[src/rtl/fft_uart_pkg.sv]
// fft_uart_pkg: shared definitions for the FFT-to-UART framer.
//   state_t           framer state encoding
//   DEFAULT_SYNC_BYTE header byte that opens every frame on the wire
//   bytes_per_frame() payload bytes in one frame (header/checksum excluded)
package fft_uart_pkg;

  typedef enum logic [2:0] {
    ST_FILL,
    ST_HDR,
    ST_SEND,
    ST_WAIT,
    ST_GAP,
    ST_DONE
  } state_t;

  localparam logic [7:0] DEFAULT_SYNC_BYTE = 8'hA5;

  function automatic int unsigned bytes_per_frame(input int unsigned num_words,
                                                  input int unsigned data_w);
    return num_words * (data_w / 8);
  endfunction

endpackage

[src/rtl/fft_frame_buf.sv]
// fft_frame_buf: NUM_WORDS x DATA_W frame store, one synchronous write port
// and one asynchronous read port (maps onto distributed RAM). No reset:
// contents are undefined until written.
//   i_clk    clock
//   i_we     write enable
//   i_waddr  write address
//   i_wdata  write data
//   i_raddr  read address
//   o_rdata  read data (combinational)
module fft_frame_buf
  import fft_uart_pkg::*;
#(
  parameter int unsigned NUM_WORDS = 16,
  parameter int unsigned DATA_W    = 16,
  localparam int unsigned ADDR_W   = $clog2(NUM_WORDS)
) (
  input  logic              i_clk,
  input  logic              i_we,
  input  logic [ADDR_W-1:0] i_waddr,
  input  logic [DATA_W-1:0] i_wdata,
  input  logic [ADDR_W-1:0] i_raddr,
  output logic [DATA_W-1:0] o_rdata
);

  logic [DATA_W-1:0] mem [NUM_WORDS];

  always_ff @(posedge i_clk) begin
    if (i_we) begin
      mem[i_waddr] <= i_wdata;
    end
  end

  assign o_rdata = mem[i_raddr];

endmodule

[src/rtl/fft_uart_framer.sv]
// fft_uart_framer: collects one frame of NUM_WORDS FFT words, then feeds it
// byte-by-byte to a UART transmitter: SYNC_BYTE, then each word MSB byte
// first in bin order. Optional build macro FFT_UART_CHECKSUM_EN appends the
// XOR of all payload bytes as a trailing byte.
//   i_clk, i_rst_n        clock, asynchronous active-low reset
//   i_valid, i_data       input word stream, accepted while o_ready
//   o_ready               high only while collecting (FILL)
//   o_tx_start            one-cycle start pulse to the transmitter
//   o_tx_byte             byte to send, held from start until i_tx_done
//   i_tx_busy, i_tx_done  transmitter busy level / done pulse
//   o_busy                high while a frame is being sent
//   o_frame_done          one-cycle pulse after the final byte completes
module fft_uart_framer
  import fft_uart_pkg::*;
#(
  parameter int unsigned NUM_WORDS = 16,
  parameter int unsigned DATA_W    = 16,
  parameter logic [7:0]  SYNC_BYTE = DEFAULT_SYNC_BYTE
) (
  input  logic              i_clk,
  input  logic              i_rst_n,
  input  logic              i_valid,
  input  logic [DATA_W-1:0] i_data,
  output logic              o_ready,
  output logic              o_tx_start,
  output logic [7:0]        o_tx_byte,
  input  logic              i_tx_busy,
  input  logic              i_tx_done,
  output logic              o_busy,
  output logic              o_frame_done
);

  localparam int unsigned BPW    = DATA_W / 8;
  localparam int unsigned BPF    = bytes_per_frame(NUM_WORDS, DATA_W);
  localparam int unsigned WORD_W = $clog2(NUM_WORDS);
  localparam int unsigned BSEL_W = (BPW > 1) ? $clog2(BPW) : 1;
  localparam int unsigned CNT_W  = $clog2(BPF + 1);

  state_t state_q, state_d;

  logic [WORD_W-1:0] wr_idx_q, wr_idx_d;
  logic [WORD_W-1:0] rd_word_q, rd_word_d;
  logic [BSEL_W-1:0] rd_byte_q, rd_byte_d;
  logic [CNT_W-1:0]  byte_cnt_q, byte_cnt_d;

  logic              ready_d, tx_start_d, busy_d, frame_done_d;
  logic [7:0]        tx_byte_d;

  logic              accept;
  logic              last_payload;
  logic              frame_end;
  logic [DATA_W-1:0] rd_data;
  logic [7:0]        sel_byte;

`ifdef FFT_UART_CHECKSUM_EN
  logic [7:0] csum_q, csum_d;
  logic       csum_sent_q, csum_sent_d;
`endif

  fft_frame_buf #(
    .NUM_WORDS (NUM_WORDS),
    .DATA_W    (DATA_W)
  ) u_buf (
    .i_clk   (i_clk),
    .i_we    (accept),
    .i_waddr (wr_idx_q),
    .i_wdata (i_data),
    .i_raddr (rd_word_q),
    .o_rdata (rd_data)
  );

  // o_ready is only ever high in FILL, so it doubles as the state qualifier.
  assign accept       = i_valid && o_ready;
  assign last_payload = (byte_cnt_q == CNT_W'(BPF));

`ifdef FFT_UART_CHECKSUM_EN
  assign frame_end = csum_sent_q;
`else
  assign frame_end = last_payload;
`endif

  // Byte 0 is the most significant byte of the word.
  always_comb begin
    sel_byte = rd_data[DATA_W-1 -: 8];
    for (int unsigned b = 0; b < BPW; b++) begin
      if (rd_byte_q == BSEL_W'(b)) begin
        sel_byte = rd_data[DATA_W-1-8*b -: 8];
      end
    end
  end

  // State and datapath registers.
  always_ff @(posedge i_clk or negedge i_rst_n) begin
    if (!i_rst_n) begin
      state_q      <= ST_FILL;
      wr_idx_q     <= '0;
      rd_word_q    <= '0;
      rd_byte_q    <= '0;
      byte_cnt_q   <= '0;
      o_ready      <= 1'b0;
      o_tx_start   <= 1'b0;
      o_tx_byte    <= 8'hFF;
      o_busy       <= 1'b0;
      o_frame_done <= 1'b0;
`ifdef FFT_UART_CHECKSUM_EN
      csum_q       <= '0;
      csum_sent_q  <= 1'b0;
`endif
    end else begin
      state_q      <= state_d;
      wr_idx_q     <= wr_idx_d;
      rd_word_q    <= rd_word_d;
      rd_byte_q    <= rd_byte_d;
      byte_cnt_q   <= byte_cnt_d;
      o_ready      <= ready_d;
      o_tx_start   <= tx_start_d;
      o_tx_byte    <= tx_byte_d;
      o_busy       <= busy_d;
      o_frame_done <= frame_done_d;
`ifdef FFT_UART_CHECKSUM_EN
      csum_q       <= csum_d;
      csum_sent_q  <= csum_sent_d;
`endif
    end
  end

  // Next state and index bookkeeping.
  always_comb begin
    state_d    = state_q;
    wr_idx_d   = wr_idx_q;
    rd_word_d  = rd_word_q;
    rd_byte_d  = rd_byte_q;
    byte_cnt_d = byte_cnt_q;
`ifdef FFT_UART_CHECKSUM_EN
    csum_d      = csum_q;
    csum_sent_d = csum_sent_q;
`endif
    case (state_q)
      ST_FILL: begin
        if (accept) begin
          if (wr_idx_q == WORD_W'(NUM_WORDS - 1)) begin
            wr_idx_d = '0;
            state_d  = ST_HDR;
          end else begin
            wr_idx_d = wr_idx_q + 1'b1;
          end
        end
      end
      ST_HDR: begin
`ifdef FFT_UART_CHECKSUM_EN
        csum_d      = '0;
        csum_sent_d = 1'b0;
`endif
        if (!i_tx_busy) begin
          state_d = ST_WAIT;
        end
      end
      ST_WAIT: begin
        // A done coincident with our own start pulse is not legal; drop it.
        if (i_tx_done && !o_tx_start) begin
          state_d = frame_end ? ST_DONE : ST_GAP;
        end
      end
      ST_GAP: begin
        state_d = ST_SEND;
      end
      ST_SEND: begin
        if (!i_tx_busy) begin
          state_d = ST_WAIT;
`ifdef FFT_UART_CHECKSUM_EN
          if (last_payload) begin
            csum_sent_d = 1'b1;
          end else begin
            csum_d = csum_q ^ sel_byte;
`endif
            byte_cnt_d = byte_cnt_q + 1'b1;
            if (rd_byte_q == BSEL_W'(BPW - 1)) begin
              rd_byte_d = '0;
              rd_word_d = rd_word_q + 1'b1;
            end else begin
              rd_byte_d = rd_byte_q + 1'b1;
            end
`ifdef FFT_UART_CHECKSUM_EN
          end
`endif
        end
      end
      ST_DONE: begin
        state_d    = ST_FILL;
        wr_idx_d   = '0;
        rd_word_d  = '0;
        rd_byte_d  = '0;
        byte_cnt_d = '0;
      end
      default: begin
        state_d = ST_FILL;
      end
    endcase
  end

  // Registered outputs, computed one cycle ahead.
  always_comb begin
    ready_d      = (state_d == ST_FILL);
    busy_d       = (state_d inside {ST_HDR, ST_SEND, ST_WAIT, ST_GAP});
    tx_start_d   = 1'b0;
    tx_byte_d    = o_tx_byte;
    frame_done_d = 1'b0;
    case (state_q)
      ST_HDR: begin
        tx_byte_d  = SYNC_BYTE;
        tx_start_d = !i_tx_busy;
      end
      ST_SEND: begin
`ifdef FFT_UART_CHECKSUM_EN
        tx_byte_d  = last_payload ? csum_q : sel_byte;
`else
        tx_byte_d  = sel_byte;
`endif
        tx_start_d = !i_tx_busy;
      end
      ST_DONE: begin
        frame_done_d = 1'b1;
      end
      default: begin
      end
    endcase
  end

endmodule
[config.mk]
export PLATFORM = sky130hd
export DESIGN_NAME = fft_uart_framer
export DESIGN_NICKNAME = d
export VERILOG_FILES = /design/src/rtl/fft_uart_pkg.sv /design/src/rtl/fft_frame_buf.sv /design/src/rtl/fft_uart_framer.sv
export SDC_FILE = /design/constraint.sdc
export NUM_CORES = 1
export LEC_CHECK = 0
export CORE_MARGIN = 10
export CORE_UTILIZATION = 56
export DETAILED_ROUTE_END_ITERATION = 6
export PLACE_DENSITY = 0.73
export SLEW_MARGIN = 20
export SYNTH_ARGS = -nofsm -noshare
export SYNTH_HDL_FRONTEND = slang
export SYNTH_SLANG_ARGS = --single-unit
[constraint.sdc]
create_clock -name i_clk -period 3.1 [get_ports i_clk]
set_clock_uncertainty 0.1 [all_clocks]
set_input_delay 0.62 -clock i_clk [delete_from_list [all_inputs] [get_ports i_clk]]
set_output_delay 0.62 -clock i_clk [all_outputs]
set_load 0.03 [all_outputs]
* Word level (Yosys, flattened, before mapping) *
Memories as Yosys holds them, arrays and structs flattened.
Index checks and enable logic that the tools add are counted.

operators by class
  multiplexer cells = 23
  add/sub/neg operators = 4
  equality and inequality tests = 14
  reduce and logical (&&, ||, !) cells = 14

operators with widths
  cell                                                                   number
  4-bit 2-to-1 mux                                                       4
  4-bit case mux with 2 select lines                                     2
  8-bit case mux with 2 select lines                                     1
  3-bit by 2-bit equality test with 1-bit output, second input constant  4
  3-bit 2-to-1 mux                                                       4
  3-bit case mux with 4 select lines                                     1
  6-bit case mux with 2 select lines                                     1
  3-bit equality test, second input constant                             3
  4-bit by 1-bit adder with 4-bit output, second input constant          2
  8-bit 2-to-1 mux                                                       1
  1-bit 2-to-1 mux                                                       7
  6-bit by 1-bit adder with 6-bit output, second input constant          1
  3-bit by 1-bit equality test with 1-bit output, second input constant  2
  6-bit equality test, second input constant                             1
  3-bit logical NOT                                                      2
  6-bit 2-to-1 mux                                                       1
  2-bit != test, second input constant                                   3
  2-bit nonzero test                                                     3
  4-bit equality test, second input constant                             1
  2-bit AND reduction                                                    2
  4-bit nonzero test                                                     1
  3-bit AND reduction                                                    1
  1-bit logical AND                                                      2
  1-bit logical NOT                                                      2
  3 further kinds                                                        3

word-level totals
  output and inout port bits = 12
  bits of input ports = 21
  memories kept = 1
  word-level logic and storage cells = 66
  register bits = 30
  RAM bits = 256

memories
  memory     words  width  read ports  clocked after memory_dff  wr ports  line                 RTL
  u_buf.mem  16     16     1           0                         1         fft_frame_buf.sv:25  logic [DATA_W-1:0] mem [NUM_WORDS];

* Depth between registers and ports, before layout *
Gate-level depths: netlist of run 1.

  depth after elaboration = 6
  gate-level depth with buffers = 9
  mapped depth without buffers = 6

* By module *
Synthesis of run 1 repeated with hierarchy kept, for this count alone.

unflattened totals
  cell total of the unflattened synthesis = 555
  area total of the unflattened synthesis = 11,228.3 µm²

by module, submodules not included
  module           cells each  instances  sequential area each (µm²)  area an instance (µm²)
  fft_frame_buf    416         1          7,687.4                     9,723.1
  fft_uart_framer  139         1          760.7                       1,505.2

* Least setup slack after synthesis of run 1 *
Ideal clock, no wire load.

  kind = register -> register
  from = register o_ready
  to = memory u_buf.mem[3][0] (enable)
  stages on the path, launching flop included = 3
  buffers on the path = 0
  clock period less this slack = 2.464 ns
  setup time = 0.409 ns
  arrival time = 1.955 ns
  required time = 2.591 ns
  path slack = 0.636 ns
  path through = dfrtp_1 nand3_1 nor3_1

between the ends
  cells in the longest elaborated chain, start to end = 3

ends and longest elaborated chain
  element                                 line                    RTL
  start: declaration                      fft_uart_framer.sv:24   output logic o_ready,
  start signal: assignment                fft_uart_framer.sv:115  o_ready <= ready_d;
  1-bit logical AND                       fft_uart_framer.sv:73   assign accept = i_valid && o_ready;
  1-bit 2-to-1 mux                        fft_frame_buf.sv:28     if (i_we) begin
  1-bit 2-to-1 mux (implied by the code)  fft_frame_buf.sv:29     mem[i_waddr] <= i_wdata;
  end: declaration                        fft_frame_buf.sv:25

Every way passes these cells.

* Final worst setup path of run 1 *
  from = register o_tx_byte[7]
  to = output o_tx_byte[7]

RTL lines
  element                   line                    RTL
  start: declaration        fft_uart_framer.sv:26   output logic [7:0] o_tx_byte,
  start signal: assignment  fft_uart_framer.sv:117  o_tx_byte <= tx_byte_d;

No word-level cell between the ends.

==> results of run 1 <==
synth_stat cells, types with 6 or more instances:
cell / instances / area share
xor2_1: 6 / 0.0045
mux4_1: 9 / 0.020
clkbuf_1: 12 / 0.0039
nor2b_1: 7 / 0.0038
a22o_1: 11 / 0.0083
buf_6: 11 / 0.011
a221oi_1: 9 / 0.0068
nor2_1: 32 / 0.010
nand2_1: 28 / 0.0091
mux4_2: 23 / 0.045
nand3_1: 7 / 0.0030
dfstp_2: 8 / 0.018
ha_1: 7 / 0.0076
nand4_1: 6 / 0.0032
mux2_2: 11 / 0.011
mux2i_1: 68 / 0.059
a21oi_1: 12 / 0.0052
edfxtp_1: 256 / 0.67
dfrtp_1: 22 / 0.048
cell families (layout without fill, tap and decap cells):
kind of cell | count (synthesis) | count (layout) | share of synthesized area
compound gates | 70 | 70 | 0.0470
xor+xnor | 9 | 9 | 0.00682
fa+ha+maj | 7 | 7 | 0.00758
buf+inv | 41 | 125 | 0.0280
flops | 286 | 286 | 0.731
mux | 114 | 114 | 0.139
simple gates | 100 | 100 | 0.0407
registers in the layout, summed over array words and instances (netlist names), 3 cells and up:
name	cells
rd_word_q	4
byte_cnt_q	6
state_q	3
u_buf.mem	256
o_tx_byte	8
wr_idx_q	4
report_power, final:
part | switching (mW) | total (mW) | internal [mW]
combinational | 1.61 | 3.06 | 1.45
clock | 1.35 | 3.39 | 2.03
sequential | 0.417 | 4.90 | 4.48
worst paths after layout:
path | start | endpoint | slack, ns | cells after the start
setup / recovery | o_tx_byte[7] | o_tx_byte[7] | 0.60 | 1
hold / removal | o_tx_byte[3] | o_tx_byte[3] | 0.37 | 2
setup reg to reg | rd_word_q[0] | o_tx_byte[0] | 0.69 | 6
hold reg to reg | o_tx_byte[3] | o_tx_byte[3] | 0.37 | 2
max in group asynchronous | i_rst_n | o_tx_byte[0] | 2.17 | 2
min in group asynchronous | i_rst_n | wr_idx_q[0] | 0.39 | 2
stage by stage:
step	instance area [um2]	std cells
6_report	13200	981
5_1_grt	13200	981
4_1_cts	13200	981
3_5_place_dp	12200	929
3_3_place_gp	12200	929
2_1_floorplan	11600	627
layer usage:
layer	track usage	up-vias
li1	-	2639
met1	0.236	3146
met2	0.309	238
met3	0.0302	46
met4	0.0528	0
met5	0	-
area by class of cell:
cell class,instances,area share
clock buffer,41,0.0607
clock inverter,11,0.0107
inverter,5,0.00142
multi-input combinational,300,0.214
sequential,286,0.642
tap,270,0.0256
timing repair buffer,68,0.0458
tightest hold or removal path, delay by kind of cell, from the launching register on:
kind / cells / cell delay [ns]
compound gates: 1 / 0.05
flops: 1 / 0.37
simple gates: 1 / 0.04
==> impl_metrics.yaml, run 1 <==
layout:
  final_core_util: 0.649
  multiInputGateArea_um2: 2820
  area_delta_synth_final_pct: 14.0
  nNetsFinal: 717
  fillers: 1377
  layout_commonest_cell: "edfxtp_1"
  seqCellArea_um2: 8450
  mostFrequentLayoutCells: "edfxtp_1, mux2i_1, buf_4"
  drive_above_1_share: 0.197
  diodes: 0
logic_synthesis:
  ys_ff_latch: 286
  avgSynthCellArea_um2: 18.4
  synth_area_um2: 11600
  async_reset_ff_frac: 0.105
  synth_fp_nets: 655
  synth_cell_types: 54
  synth_cells: 627
  synth_edf_count: 256
  ys.flop_type: "edfxtp_1"
  yosysWarnings: 0
  yosysSeqAreaShare: 0.731
min_path:
  hold_class: "reg -> reg"
sta:
  worst_slack_ns: 0.599
  fmax_mhz: 400
  hold_viol_final: 0
  min_period_over_period: 0.807
  slew_violations: 0
  rsz0062_at_grt: "false"
  fin_crit_ns: 2.50
  finalSetupViolations: 0
  tightestPinTransition_ns: 0.921
  slew_headroom: 0.386
  tns_ns: 0
  timing.hold.ws_ns: 0.369
critical_path:
  cp-start-kind: "flop"
  crit_path_end_kind: "primary output"
  path_buf_inv: 1
  worstPathArrival_ns: 1.78
  cpLargestDelayFamily: "buffers and inverters"
  required_ns: 2.38
  path_class: "reg -> out"
  slowest_delay_ns: 0.69
  cp_slowest_cell: "clkdlybuf4s50_1"
  worstPathMaxFanout: 2
  worstPathCellList: "clkdlybuf4s50_1"
route:
  vias: 6069
  firstDrtPassIters: 6
  detail_route.wl_per_cell_um: 24.6
  dr_wl_met3_um: 1590
  met1Wirelength_um: 9660
  wl_met2_um: 12300
  drc: 0
  via_per_inst: 6.19
  drt_wl_total_um: 24100
  drtIter0Drc: 684
  highest_layer: "met4"
  drtAntennaViolNets: 0
floorplan:
  row_count: 52
  die_h_um: 164
  pin_count: 33
  die-area_um2: 26800
  fp.dieW_um: 164
  start_util: 0.569
  core_area_um2: 20300
cts:
  root_buffer: "clkbuf_16"
  cts_setup_buffers: 0
  cts_tree: "built"
  cts_sinks: 286
  h-tree-depth: 1
  cts.clk_slew.worst_paths_ns: 0.06
  insertion_delay_ns: 0.54
  cts_made_buffers: 28
  hold_buffers: 0
  cts_resized: 0
  cts_buffer_depth: 3
place:
  numPortBuffers: 32
  place_congestion: 0.813
  place_hpwl_um: 14400
  pre_cts_slack_ns: 0.580
global_route:
  grt_pass1_vias: 6247
  antenna_found_initial: 0
  grt_usage: 0.181
  grt-ovfl-total: 0
  grt_pass1_wl_um: 37000
  grt_max_degree: 44
power_and_ir_drop:
  vdd_drop_max_mv: 0.422
  leakagePower_nw: 4.50
  powerDensity_nw_per_um2: 862
  total_power_mw: 11.3
flow_run:
  cap_viol_max_count: 0
run_status:
  status: "completed"
(Power assumes the default switching activity.)
==> inputs of run 2 (changes only) <==
Settings changed: CORE_UTILIZATION 56 to 55, PLACE_DENSITY 0.73 to 0.75.
Clock period 3.1 ns to 2.1 ns, I/O delays scaled along.
==> run 2 against run 1 <==
Compared with the run above: the run now ends with negative setup slack left; clock-buffer cell count shrank 4; critical path depth grew 6; power grew 49%; non-clock buffer count grew 17; via count shrank 0.23%; largest power group unchanged.
==> impl_metrics.yaml, run 2 (synthesized netlist as in run 1, its figures left out) <==
run_status:
  status: "complete, but fails checks"
  violations: "negative setup slack"
global_route:
  grt_pass1_wl_um: 37200
  grt_pass1_vias: 6276
  grt-ovfl-total: 0
  antenna_found_initial: 0
  grt_usage: 0.180
  grt_max_degree: 31
power_and_ir_drop:
  powerDensity_nw_per_um2: 1250
  vdd_drop_max_mv: 0.635
  leakagePower_nw: 4.64
route:
  drc: 0
  detail_route.wl_per_cell_um: 24.1
  drtAntennaViolNets: 0
  firstDrtPassIters: 5
  drtIter0Drc: 699
  via_per_inst: 6.07
  drt_wl_total_um: 24100
  vias: 6055
sta:
  slew_headroom: 0.472
  worst_slack_ns: -0.0153
  tightestPinTransition_ns: 0.793
  slew_violations: 0
  min_period_over_period: 1.01
  hold_viol_final: 0
  finalSetupViolations: 1
  rsz0062_at_grt: "true"
  fmax_mhz: 473
  fin_crit_ns: 2.12
  tns_ns: -0.0153
place:
  place_hpwl_um: 15600
  place_congestion: 0.921
  pre_cts_slack_ns: -0.160
  numPortBuffers: 32
layout:
  largest_register: "u_buf.mem"
  drive_above_1_share: 0.224
  largest_register_ffs: 256
  largest_registers: "u_buf.mem: 256 flops, o_tx_byte: 8 flops, byte_cnt_q: 6 flops"
  nNetsFinal: 734
  diodes: 0
  layout_commonest_cell: "edfxtp_1"
  mostFrequentLayoutCells: "edfxtp_1, mux2i_1, buf_4"
  area_delta_synth_final_pct: 16.7
cts:
  cts_made_buffers: 28
  h-tree-depth: 1
  cts_sinks: 286
  root_buffer: "clkbuf_16"
  hold_buffers: 0
  cts_tree: "built"
  insertion_delay_ns: 0.53
  cts_buffer_depth: 3
  cts_setup_buffers: 0
  cts.clk_slew.worst_paths_ns: 0.06
floorplan:
  fp.dieW_um: 165
  die_h_um: 165
  row_count: 52
  core_area_um2: 20400
  pin_count: 33
  start_util: 0.566
  die-area_um2: 27200
critical_path:
  rrSetupSlack_ns: -0.02
  ff2ff_path_depth: 7
  cp-start-kind: "flop"
  rr_startpoint: "rd_word_q[0]"
  path_class: "reg -> reg"
  required_ns: 2.45
  worstPathMaxFanout: 27
  r2r_end: "o_tx_byte[0]"
  worstPathArrival_ns: 2.47
  crit_path_end_kind: "flop"
min_path:
  hold_class: "in -> async"
flow_run:
  cap_viol_max_count: 0
==> run 2: cell types whose count changed in the layout (fill, tap and decap cells not counted), moves of 3 or more <==
| cell | change |
|---|---|
| a221oi_2 | +6 |
| buf_12 | +14 |
| clkinv_1 | +6 |
| clkbuf_1 | -3 |
| dlygate4sd2_1 | +9 |
| a221oi_1 | -6 |
| clkdlybuf4s50_1 | -9 |
==> run 2: worst max-delay path by stage <==
stage	end	cells after the start	slack, ns	from
5_1_grt	o_tx_byte[0]	7	-0.08	rd_word_q[0]
3_5_place_dp	rd_word_q[0]	6	-0.16	i_tx_busy
6_report	o_tx_byte[0]	7	-0.02	rd_word_q[0]
2_1_floorplan	u_buf.mem[15][0]	3	0.03	wr_idx_q[2]
3_3_place_gp	rd_word_q[0]	6	-0.13	i_tx_busy
4_1_cts	o_tx_byte[5]	7	0.001	rd_word_q[0]
==> run 2: final cells by class <==
| class | count | area (um2) |
|---|---|---|
| flip-flops and latches | 286 | 8450 |
| fillers | 1374 | 6940 |
| multi-input cells | 300 | 2880 |
| repair buffers | 85 | 902 |
| clock buffers | 37 | 786 |
| well taps | 270 | 338 |
| clock inverters | 14 | 115 |
| inverters | 5 | 18.8 |
==> run 2: power breakdown <==
part / leakage [nW] / internal, mW / switching (mW)
Sequential: 2.67 / 6.62 / 0.426
Combinational: 1.54 / 2.31 / 2.72
Clock: 0.434 / 2.85 / 1.96
==> run 2: worst max-delay path, stage by stage, from the launching register on <==
cell and delay [ns]:
dfrtp_4 0.51, buf_12 0.18, buf_12 0.19, mux2i_1 0.13, a22o_1 0.26, a221oi_2 0.24, o211ai_1 0.16, a41oi_1 0.25
==> run 2: routing by layer <==
metal / vias to the layer above / part of all wire / track usage
li1: 2673 / - / -
met1: 3110 / 0.42 / 0.249
met2: 233 / 0.49 / 0.291
met3: 39 / 0.064 / 0.0309
met4: 0 / 0.016 / 0.0499
met5: - / 0 / 0
==> run 2: metrics by stage <==
step,hold WS (ns),cell area [um2],total power [mW],util,std cells
after floorplan,0.0244,11600,10.7,-,627
after global placement,0.364,12500,11.9,0.614,946
after detailed placement,0.376,12500,12.1,0.614,946
after CTS,0.209,13400,16.9,0.658,997
after global routing,0.239,13500,17.6,0.660,997
final,0.204,13500,16.9,0.660,997
==> run 2: repair_timing <==
action,4_1_cts,5_1_grt
pin swaps,0,4
setup endpoints to repair,12,7
resized for setup,12,7
